**config.mk**
```make
export PLATFORM = sky130hd
export DESIGN_NAME = ballot_unit_flat
export DESIGN_NICKNAME = d
export VERILOG_FILES = /design/src/rtl/ballot_unit_if.sv /design/src/rtl/ballot_unit.sv /design/src/flat_wrapper.sv
export SDC_FILE = /design/constraint.sdc
export NUM_CORES = 1
export LEC_CHECK = 0
export CORE_ASPECT_RATIO = 0.6
export CORE_UTILIZATION = 25
export DETAILED_ROUTE_END_ITERATION = 7
export SYNTH_ARGS = -nofsm -noshare
export SYNTH_HDL_FRONTEND = slang
export SYNTH_SLANG_ARGS = --single-unit
```
**constraint.sdc**
```tcl
create_clock -name clk -period 2.33 [get_ports clk]
set_input_delay 0.466 -clock clk [delete_from_list [all_inputs] [get_ports clk]]
set_output_delay 0.466 -clock clk [all_outputs]
set_load 0.05 [all_outputs]
```
**src/rtl/ballot_unit_if.sv**
```systemverilog
// ballot_unit_if: officer/voting-machine side signals of the ballot unit.
// master drives poll control and ballots; slave is the ballot unit itself.
interface ballot_unit_if;
   logic       poll_open;
   logic       close_poll;
   logic       ballot_issue;
   logic [1:0] mode;
   logic       in_candidate_1;
   logic       in_candidate_2;
   logic       in_candidate_3;
   logic       ready;
   logic       vote_ack;
   logic       vote_timeout;

   modport master (
      output poll_open, close_poll, ballot_issue,
      input  mode, in_candidate_1, in_candidate_2, in_candidate_3,
      input  ready, vote_ack, vote_timeout
   );

   modport slave (
      input  poll_open, close_poll, ballot_issue,
      output mode, in_candidate_1, in_candidate_2, in_candidate_3,
      output ready, vote_ack, vote_timeout
   );
endinterface

```
**src/rtl/ballot_unit.sv**
```systemverilog
// ballot_unit: debounced voter front end issuing one vote pulse per ballot.
// Define BALLOT_TIMEOUT_EN to build the armed-ballot expiry timer.
module ballot_unit #(
   parameter int DEBOUNCE_CYCLES = 4,
   parameter int TIMEOUT_CYCLES  = 1000
) (
   input  logic         clk,
   input  logic         reset,
   ballot_unit_if.slave bus,
   input  logic         btn_1,
   input  logic         btn_2,
   input  logic         btn_3
);
   localparam int CW = $clog2(DEBOUNCE_CYCLES + 1);

   typedef enum logic [1:0] {IDLE, ARMED, RELEASE} state_t;

   state_t        state, state_next;
   logic [2:0]    btn_raw, sync_a, sync_b, deb, deb_q, press;
   logic [CW-1:0] cnt [3];
   logic [1:0]    mode;
   logic [2:0]    cand, cand_next;
   logic          ack, ack_next;
   logic          timeout, timeout_next;
   logic          expire, poll_closed;

   assign btn_raw = {btn_3, btn_2, btn_1};

   // Two-flop synchroniser, then a run-length counter per button.
   always_ff @(posedge clk or negedge reset) begin
      if (!reset) begin
         sync_a <= '0;
         sync_b <= '0;
         deb    <= '0;
         deb_q  <= '0;
         for (int i = 0; i < 3; i++) cnt[i] <= '0;
      end else begin
         sync_a <= btn_raw;
         sync_b <= sync_a;
         deb_q  <= deb;
         for (int i = 0; i < 3; i++) begin
            if (sync_b[i] == deb[i]) begin
               cnt[i] <= '0;
            end else if (cnt[i] == CW'(DEBOUNCE_CYCLES - 1)) begin
               cnt[i] <= '0;
               deb[i] <= ~deb[i];
            end else begin
               cnt[i] <= cnt[i] + 1'b1;
            end
         end
      end
   end

   assign press       = deb & ~deb_q;
   assign poll_closed = !bus.poll_open || bus.close_poll;

`ifdef BALLOT_TIMEOUT_EN
   localparam int TW = $clog2(TIMEOUT_CYCLES + 1);
   logic [TW-1:0] timer;

   always_ff @(posedge clk or negedge reset) begin
      if (!reset) begin
         timer <= '0;
      end else if (state != ARMED) begin
         timer <= '0;
      end else begin
         timer <= timer + 1'b1;
      end
   end

   assign expire = (state == ARMED) && (timer == TW'(TIMEOUT_CYCLES - 1));
`else
   logic unused_timeout_cfg;
   assign unused_timeout_cfg = ^TIMEOUT_CYCLES;
   assign expire = 1'b0;
`endif

   // Poll close beats a vote, and a vote beats expiry in the same cycle.
   always_comb begin
      state_next   = state;
      cand_next    = '0;
      ack_next     = 1'b0;
      timeout_next = 1'b0;
      case (state)
         IDLE: begin
            if (bus.ballot_issue && bus.poll_open && !bus.close_poll) state_next = ARMED;
         end
         ARMED: begin
            if (poll_closed) begin
               state_next = IDLE;
            end else if ($onehot(press)) begin
               cand_next  = press;
               ack_next   = 1'b1;
               state_next = RELEASE;
            end else if (expire) begin
               timeout_next = 1'b1;
               state_next   = IDLE;
            end
         end
         RELEASE: begin
            if (deb == 3'b000) state_next = IDLE;
         end
         default: state_next = IDLE;
      endcase
   end

   always_ff @(posedge clk or negedge reset) begin
      if (!reset) begin
         state   <= IDLE;
         mode    <= 2'd0;
         cand    <= '0;
         ack     <= 1'b0;
         timeout <= 1'b0;
      end else begin
         state   <= state_next;
         cand    <= cand_next;
         ack     <= ack_next;
         timeout <= timeout_next;
         mode    <= bus.close_poll ? 2'd2 : (bus.poll_open ? 2'd1 : 2'd0);
      end
   end

   assign bus.mode           = mode;
   assign bus.in_candidate_1 = cand[0];
   assign bus.in_candidate_2 = cand[1];
   assign bus.in_candidate_3 = cand[2];
   assign bus.ready          = (state == ARMED);
   assign bus.vote_ack       = ack;
   assign bus.vote_timeout   = timeout;
endmodule

```
**src/flat_wrapper.sv**
```systemverilog
// flat-port wrapper written by rule: the top's interface ports become plain ports
module ballot_unit_flat 
#(
   parameter int DEBOUNCE_CYCLES = 4,
   parameter int TIMEOUT_CYCLES  = 1000
)
  (clk, reset, btn_1, btn_2, btn_3, bus_poll_open, bus_close_poll, bus_ballot_issue, bus_mode, bus_in_candidate_1, bus_in_candidate_2, bus_in_candidate_3, bus_ready, bus_vote_ack, bus_vote_timeout);
  ballot_unit_if bus_i ();
  input  logic clk;
  input  logic reset;
  input  logic btn_1;
  input  logic btn_2;
  input  logic btn_3;
  input wire logic [$bits(bus_i.poll_open)-1:0] bus_poll_open;
  input wire logic [$bits(bus_i.close_poll)-1:0] bus_close_poll;
  input wire logic [$bits(bus_i.ballot_issue)-1:0] bus_ballot_issue;
  output wire logic [$bits(bus_i.mode)-1:0] bus_mode;
  output wire logic [$bits(bus_i.in_candidate_1)-1:0] bus_in_candidate_1;
  output wire logic [$bits(bus_i.in_candidate_2)-1:0] bus_in_candidate_2;
  output wire logic [$bits(bus_i.in_candidate_3)-1:0] bus_in_candidate_3;
  output wire logic [$bits(bus_i.ready)-1:0] bus_ready;
  output wire logic [$bits(bus_i.vote_ack)-1:0] bus_vote_ack;
  output wire logic [$bits(bus_i.vote_timeout)-1:0] bus_vote_timeout;
  assign bus_i.poll_open = bus_poll_open;
  assign bus_i.close_poll = bus_close_poll;
  assign bus_i.ballot_issue = bus_ballot_issue;
  assign bus_mode = bus_i.mode;
  assign bus_in_candidate_1 = bus_i.in_candidate_1;
  assign bus_in_candidate_2 = bus_i.in_candidate_2;
  assign bus_in_candidate_3 = bus_i.in_candidate_3;
  assign bus_ready = bus_i.ready;
  assign bus_vote_ack = bus_i.vote_ack;
  assign bus_vote_timeout = bus_i.vote_timeout;
  ballot_unit #(.DEBOUNCE_CYCLES(DEBOUNCE_CYCLES), .TIMEOUT_CYCLES(TIMEOUT_CYCLES)) u_core (.clk(clk), .reset(reset), .bus(bus_i), .btn_1(btn_1), .btn_2(btn_2), .btn_3(btn_3));
endmodule
```
; ---- Word-level counts from Yosys, hierarchy flattened
; Index checks and enable logic that the tools add are counted.
[totals]
regBits = 29
input_bits = 8
output_inout_bits = 8
word_cells = 68
[op_classes]
add_sub_neg = 5
n_eq_ne = 12
n_mux = 19
bitwise = 8
n_reduce_logical = 11
[op_table]
columns = op, n
row1 = 3-bit 2-to-1 mux, 9
row2 = 2-bit 2-to-1 mux, 5
row3 = 3-bit by 1-bit adder with 3-bit output (second input constant), 3
row4 = 3-bit by 2-bit equality test with 1-bit output (second input constant), 3
row5 = 1-bit NOT, 6
row6 = 2-bit case mux with 3 select lines, 1
row7 = 2-bit AND reduction, 3
row8 = 2-bit by 1-bit equality test with 1-bit output (second input constant), 2
row9 = 1-bit 2-to-1 mux, 4
row10 = 2-bit by 1-bit != test with 1-bit output (second input constant), 2
row11 = 3-bit AND, 1
row12 = 1-bit equality test, 3
row13 = 3-bit logical NOT, 1
row14 = 3-bit by 1-bit != test with 1-bit output (second input constant), 1
row15 = 3-bit NOT, 1
row16 = 3-bit AND reduction, 1
row17 = 1-bit by 1-bit adder with 2-bit output, 1
row18 = 2-bit by 1-bit adder with 2-bit output, 1
row19 = 2-bit equality test (second input constant), 1
row20 = 1-bit logical AND, 2
row21 = 1-bit logical NOT, 2
row22 = 2-bit logical NOT, 1
row23 = 1-bit logical OR, 1

; ---- Logic depth before layout (Yosys ltp)
; Gate-level depths: netlist of run 1.
[depth]
ltp_word = 8
mapped_depth = 5
mapped_depth_nobuf = 5

; ---- Worst setup path after synthesis of run 1
; No wires, ideal clock.
[synth_timing]
kind = register to output
start = register u_core.state[0]
end = output port bus_ready
arrival_time_ps = 1152
t_required_ps = 1864
path_slack_ps = 712
stages_incl_launch_ff = 2
n_path_buf = 0
cell_sequence = dfrtp_1 -> nor2b_1
[synth_via]
elab_chain_len = 1
[synth_rtl]
columns = element, line_no
row1 = from (decl), ballot_unit.sv:18  ; state_t state, state_next;
row2 = from (signal assigned), ballot_unit.sv:115  ; state <= state_next;
row3 = 2-bit by 1-bit equality test with 1-bit output, ballot_unit.sv:127  ; assign bus.ready = (state == ARMED);
row4 = to (decl), flat_wrapper.sv:21  ; output wire logic [$bits(bus_i.ready)-1:0] bus_ready;
; No other way between the ends.

; ---- Worst setup path after layout of run 1
; Ends and elaborated chain as after synthesis.

==> impl_metrics.py, run 1 <==
metrics = {
    "cts": {
        "holdBufCountCts": 0,
        "clk_path_buf_depth": 2,
        "h-tree-depth": 2,
        "cts_resized": 0,
        "post-cts-setup-buffer-count": 0,
        "clk_pin_slew_ps": 60,
        "cts_root_buffer": "clkbuf_8",
        "cts_sinks": 29,
        "cts_tree": "yes",
        "cts_buffers": 5,
        "clk_latency_ps": 270,
    },
    "power": {
        "total_power_w": 0.00160,
        "p_int_w": 0.00114,
        "powerDensity_mw_per_mm2": 1130,
        "net-switching-power_w": 0.000457,
        "p_clk_frac": 0.328,
        "p_sw_frac": 0.286,
        "leakage_nw": 0.604,
        "power_frac_comb": 0.231,
        "p_seq_frac": 0.440,
        "ir_worst_vdd_uv": 362,
    },
    "timing": {
        "fmax_mhz": 466,
        "tightest_slew_ps": 500,
        "slew_violations": 0,
        "holdWs_ps": 349,
        "hold_viol": 0,
        "rsz0062_at_grt": "no",
        "setup-tns-final_ps": 0,
        "min_period_ps": 2140,
        "finClkSkew_ps": 5.20,
        "slew_headroom": 0.666,
        "post-route-period-util": 0.920,
        "setup_viol_count_final": 0,
    },
    "global_route": {
        "overflow": 0,
        "grt-busiest-layer": "met2",
        "grt_pass1_vias": 599,
        "antenna_found_initial": 0,
        "grt_usage": 0.0854,
        "grt_pass1_wl_um": 2680,
        "met2_usage": 0.110,
        "met3_usage": 0.0593,
        "grt_use_met1": 0.0991,
        "grt_max_degree": 30,
    },
    "final_layout": {
        "nNetsFinal": 103,
        "diodes": 0,
        "stdcell_count": 152,
        "multiInputGateArea_um2": 340,
        "area_growth_pct": 30.7,
        "fin_area_mm2": 0.00141,
        "mostFrequentLayoutCell": "dfrtp_1",
        "fillers": 408,
        "drive_above_1_share": 0.174,
        "regArea_um2": 726,
        "final_cell_mix": "dfrtp_1, clkdlybuf4s50_1, clkbuf_8, nor2b_1, nor3b_1",
    },
    "die": {
        "start_util": 0.262,
        "std_cell_rows": 18,
        "die_w_um": 86.9,
        "io_pins": 16,
        "die_area_mm2": 0.00460,
        "core_area_mm2": 0.00412,
        "die_h_um": 52.9,
    },
    "logic_synthesis": {
        "synthDistinctLibCells": 21,
        "syn_area_mm2": 0.00108,
        "synth_nets": 82,
        "ys_seq_elements": 29,
        "yosysWarnings": 0,
        "syn_area_per_cell_um2": 15.4,
        "syn_inst": 70,
        "seq_area_frac_synth": 0.671,
    },
    "placement": {
        "place_hpwl_um": 1180,
        "dpl_cell_area_mm2": 0.00130,
        "place.gp.congestion": 0.708,
        "dp_cells": 144,
        "portBuffers": 14,
    },
    "drt": {
        "wire_per_inst_um": 10.8,
        "drtIter0Drc": 7,
        "dr.pass1.iters": 4,
        "vias": 598,
        "wl_um": 1650,
        "ant_nets": 0,
        "post_drt_via_cell_ratio": 3.93,
        "drc": 0,
    },
    "critical_path": {
        "slowest_delay_ps": 800,
        "path_cells": "nor2b_1 -> clkdlybuf4s50_1",
        "crit_buf_inv": 1,
        "crit_family": "buffers and inverters",
        "worst-path-max-fanout": 5,
        "rr_worst_depth": 4,
        "arrival_ps": 1680,
        "setup.worst_path.class": "flip-flop to output port",
        "critPathCaptureType": "output port",
        "startpoint_type": "flip-flop",
        "critPathRequiredTime_ps": 1860,
        "crit_start": "u_core.state[0]",
        "r2r_end": "u_core.cand[2]",
        "r2r-start": "u_core.deb[1]",
        "cp_slowest_cell": "clkdlybuf4s50_1",
        "r2r_slack_ps": 580,
    },
    "min_path": {
        "hold_class": "flip-flop to flip-flop",
        "min_to": "u_core.sync_b[0]",
        "min_from": "u_core.sync_a[0]",
        "hold-path-cell-count": 0,
    },
    "status": {
        "outcome": "complete, no violations",
    },
    "job": {
        "maxCapViolations": 0,
    },
}
==> power groups by stage <==
| stage | Sequential (W) | Clock, W | Combinational (W) |
|---|---|---|---|
| after floorplan | 0.000701 | 0 | 0.000276 |
| after global placement | 0.000701 | 0 | 0.000363 |
| after detailed placement | 0.000711 | 0 | 0.000375 |
| after CTS | 0.000702 | 0.000542 | 0.000374 |
| after global routing | 0.000718 | 0.000559 | 0.000407 |
| final | 0.000703 | 0.000524 | 0.000369 |
==> metal layers <==
layer | wire length [um] | vias to the layer above
li1 | - | 279
met5 | 0 | -
met3 | 159 | 6
met4 | 46 | 0
met1 | 782 | 293
met2 | 660 | 20
==> cells by family after synthesis <==
family          synth area share
flops                      0.671
simple gates               0.184
fa+ha+maj                 0.0532
xor+xnor                  0.0243
mux                       0.0312
buf+inv                   0.0139
compound gates            0.0185
other cells              0.00347
==> worst max-delay path by stage <==
stage | cells after the start | endpoint
after floorplan | 1 | bus_ready
after global placement | 2 | bus_ready
after detailed placement | 2 | bus_ready
after CTS | 2 | bus_ready
after global routing | 2 | bus_ready
final | 2 | bus_ready
==> synthesized netlist by cell type <==
cell	number	area, um2
conb_1	1	3.75
mux2_2	3	33.8
nor4b_2	2	30.0
and2b_1	1	7.51
fa_1	1	20.0
xnor2_1	3	26.3
nor2b_1	5	31.3
nand3b_1	1	7.51
nor3_1	4	20.0
nor4_1	1	6.26
nor3b_1	5	37.5
ha_1	3	37.5
nand2b_1	1	6.26
dfrtp_1	29	726
o32ai_1	1	8.76
nor2b_2	2	17.5
nor2_1	2	7.51
o2111a_1	1	11.3
inv_1	2	7.51
nand4bb_4	1	27.5
buf_4	1	7.51
==> layout make-up <==
type,count,share of cell area
clock buffers,7,0.0611
inverters,2,0.00531
well taps,60,0.0531
clock inverters,1,0.0213
repair buffers,15,0.105
multi-input cells,38,0.241
flip-flops and latches,29,0.514
==> worst reg2reg max path: stages (launching register included) <==
cell	delay, ps
dfrtp_1	430
nor2b_1	180
fa_1	560
nand2b_1	150
nor4_1	320
==> state kept, by name (all words and copies together) (netlist names) <==
name,count
u_core.deb_q,3
u_core.deb,3
u_core.sync_b,3
u_core.sync_a,3
u_core.state,2
u_core.cnt,9
u_core.bus.vote_ack,1
u_core.cand,3
u_core.bus.mode,2
==> metrics by stage <==
stage               setup slack [ps]  utilization
floorplan                        712            -
global placement                 485        0.315
detailed placement               470        0.315
CTS                              171        0.343
global route                    95.0        0.343
finish                           186        0.343
(Power assumes the default switching activity.)
==> run 2, diff against run 1 <==
--- a/config.mk
+++ b/config.mk
@@ -7,6 +7,7 @@
 export LEC_CHECK = 0
 export CORE_ASPECT_RATIO = 0.6
 export CORE_UTILIZATION = 25
+export CTS_CLUSTER_SIZE = 24
 export DETAILED_ROUTE_END_ITERATION = 7
 export SYNTH_ARGS = -nofsm -noshare
 export SYNTH_HDL_FRONTEND = slang
==> results of run 2 <==
Final layout, timing and power as in run 1 (identical DEF).
==> run 3, diff against run 2 <==
--- a/config.mk
+++ b/config.mk
@@ -5,7 +5,6 @@
 export SDC_FILE = /design/constraint.sdc
 export NUM_CORES = 1
 export LEC_CHECK = 0
-export CORE_ASPECT_RATIO = 0.6
 export CORE_UTILIZATION = 25
 export CTS_CLUSTER_SIZE = 24
 export DETAILED_ROUTE_END_ITERATION = 7
==> impl_metrics.py, run 3 (synthesized netlist as in run 1, its figures left out) <==
metrics = {
    "power": {
        "p_clk_frac": 0.335,
        "net-switching-power_w": 0.000477,
        "ir_worst_vdd_uv": 496,
        "power_frac_comb": 0.233,
        "leakage_nw": 0.603,
        "p_sw_frac": 0.295,
        "p_seq_frac": 0.432,
        "p_int_w": 0.00114,
        "powerDensity_mw_per_mm2": 1150,
    },
    "timing": {
        "setup-tns-final_ps": 0,
        "post-route-period-util": 0.941,
        "rsz0062_at_grt": "no",
        "tightest_slew_ps": 501,
        "fmax_mhz": 456,
        "setup_viol_count_final": 0,
        "slew_violations": 0,
        "slew_headroom": 0.665,
        "min_period_ps": 2190,
        "finClkSkew_ps": 4.39,
        "hold_viol": 0,
    },
    "placement": {
        "place.gp.congestion": 0.729,
        "place_hpwl_um": 1090,
        "portBuffers": 14,
        "dp_cells": 134,
    },
    "critical_path": {
        "slowest_delay_ps": 820,
        "critPathRequiredTime_ps": 1860,
        "setup.worst_path.class": "flip-flop to output port",
        "path_cells": "nor2b_1 -> clkdlybuf4s50_1",
        "arrival_ps": 1730,
        "cp_slowest_cell": "clkdlybuf4s50_1",
        "critPathCaptureType": "output port",
        "startpoint_type": "flip-flop",
        "worst-path-max-fanout": 5,
        "r2r_slack_ps": 620,
    },
    "die": {
        "core_area_mm2": 0.00409,
        "die_w_um": 67.8,
        "start_util": 0.265,
        "std_cell_rows": 23,
        "die_area_mm2": 0.00459,
        "die_h_um": 67.8,
        "io_pins": 16,
    },
    "min_path": {
        "hold_class": "flip-flop to flip-flop",
    },
    "final_layout": {
        "drive_above_1_share": 0.185,
        "stdcell_count": 142,
        "nNetsFinal": 103,
        "largest_register": "u_core.cnt",
        "fillers": 410,
        "regArea_um2": 726,
        "diodes": 0,
        "largest_reg_flops": 9,
        "multiInputGateArea_um2": 340,
        "mostFrequentLayoutCell": "dfrtp_1",
        "area_growth_pct": 29.9,
        "final_cell_mix": "dfrtp_1, clkdlybuf4s50_1, clkbuf_8, nor2b_1, nor3b_1",
    },
    "drt": {
        "wl_um": 1560,
        "wire_per_inst_um": 11.0,
        "dr.pass1.iters": 2,
        "drtIter0Drc": 12,
        "ant_nets": 0,
        "post_drt_via_cell_ratio": 4.15,
        "vias": 590,
        "drc": 0,
    },
    "cts": {
        "cts_root_buffer": "clkbuf_8",
        "cts_tree": "yes",
        "cts_resized": 0,
        "cts_buffers": 5,
        "clk_pin_slew_ps": 60,
        "clk_latency_ps": 280,
        "clk_path_buf_depth": 2,
        "post-cts-setup-buffer-count": 0,
        "cts_sinks": 29,
        "holdBufCountCts": 0,
        "h-tree-depth": 2,
    },
    "status": {
        "outcome": "complete, no violations",
    },
    "global_route": {
        "antenna_found_initial": 0,
        "grt_max_degree": 30,
        "overflow": 0,
        "grt_usage": 0.0863,
        "grt_pass1_wl_um": 2740,
        "grt_pass1_vias": 635,
    },
    "job": {
        "maxCapViolations": 0,
    },
}
## run 3: cell count changes in the layout (fill, tap and decap cells not counted), sizes merged
cell	delta
clkbuf	-1
clkinvlp	+1
## run 3: worst paths after layout
check	from	endpoint	depth (start not counted)
max	u_core.state[0]	bus_ready	2
min	u_core.sync_a[2]	u_core.sync_b[2]	0
max reg2reg	u_core.deb[1]	u_core.cand[0]	4
min reg2reg	u_core.sync_a[2]	u_core.sync_b[2]	0
max in group asynchronous	reset	u_core.bus.mode[0]	2
min in group asynchronous	reset	u_core.sync_a[0]	2
## run 3: through the flow
step / util / cell area (um2) / hold WS (ps) / total power [W] / setup slack (ps)
after floorplan: - / 1080 / 170 / 0.000976 / 712
after global placement: 0.314 / 1280 / 335 / 0.00106 / 484
after detailed placement: 0.314 / 1280 / 335 / 0.00108 / 470
after CTS: 0.344 / 1400 / 350 / 0.00164 / 122
after global routing: 0.344 / 1400 / 375 / 0.00172 / 78.4
final: 0.344 / 1400 / 349 / 0.00162 / 138
## run 3: cell type report
class / instances / share of cell area
inverters: 2 / 0.00535
clock buffers: 6 / 0.0588
flip-flops and latches: 29 / 0.517
multi-input cells: 38 / 0.242
repair buffers: 15 / 0.105
clock inverters: 2 / 0.0267
well taps: 50 / 0.0446
## run 3: power by group through the flow
stage | clock network [W] | logic [W] | registers (W)
2_1_floorplan | 0 | 0.000276 | 0.000701
3_5_place_dp | 0 | 0.000375 | 0.000709
5_1_grt | 0.000569 | 0.000431 | 0.000721
3_3_place_gp | 0 | 0.000360 | 0.000700
6_report | 0.000542 | 0.000376 | 0.000698
4_1_cts | 0.000555 | 0.000382 | 0.000700
## run 3: worst max-delay path, delay by kind of cell, from the launching register on
kind                   cells  cell delay, ps
buffers and inverters      1             820
DFF                        1             440
and+or+nand+nor            1             180
## run 3: layer usage
metal | wire length [um] | GRT usage | up-vias
met5 | 0 | 0 | -
met4 | 35 | 0.0718 | 0
met3 | 91 | 0.0304 | 4
met2 | 785 | 0.137 | 15
met1 | 649 | 0.0907 | 289
li1 | - | - | 282
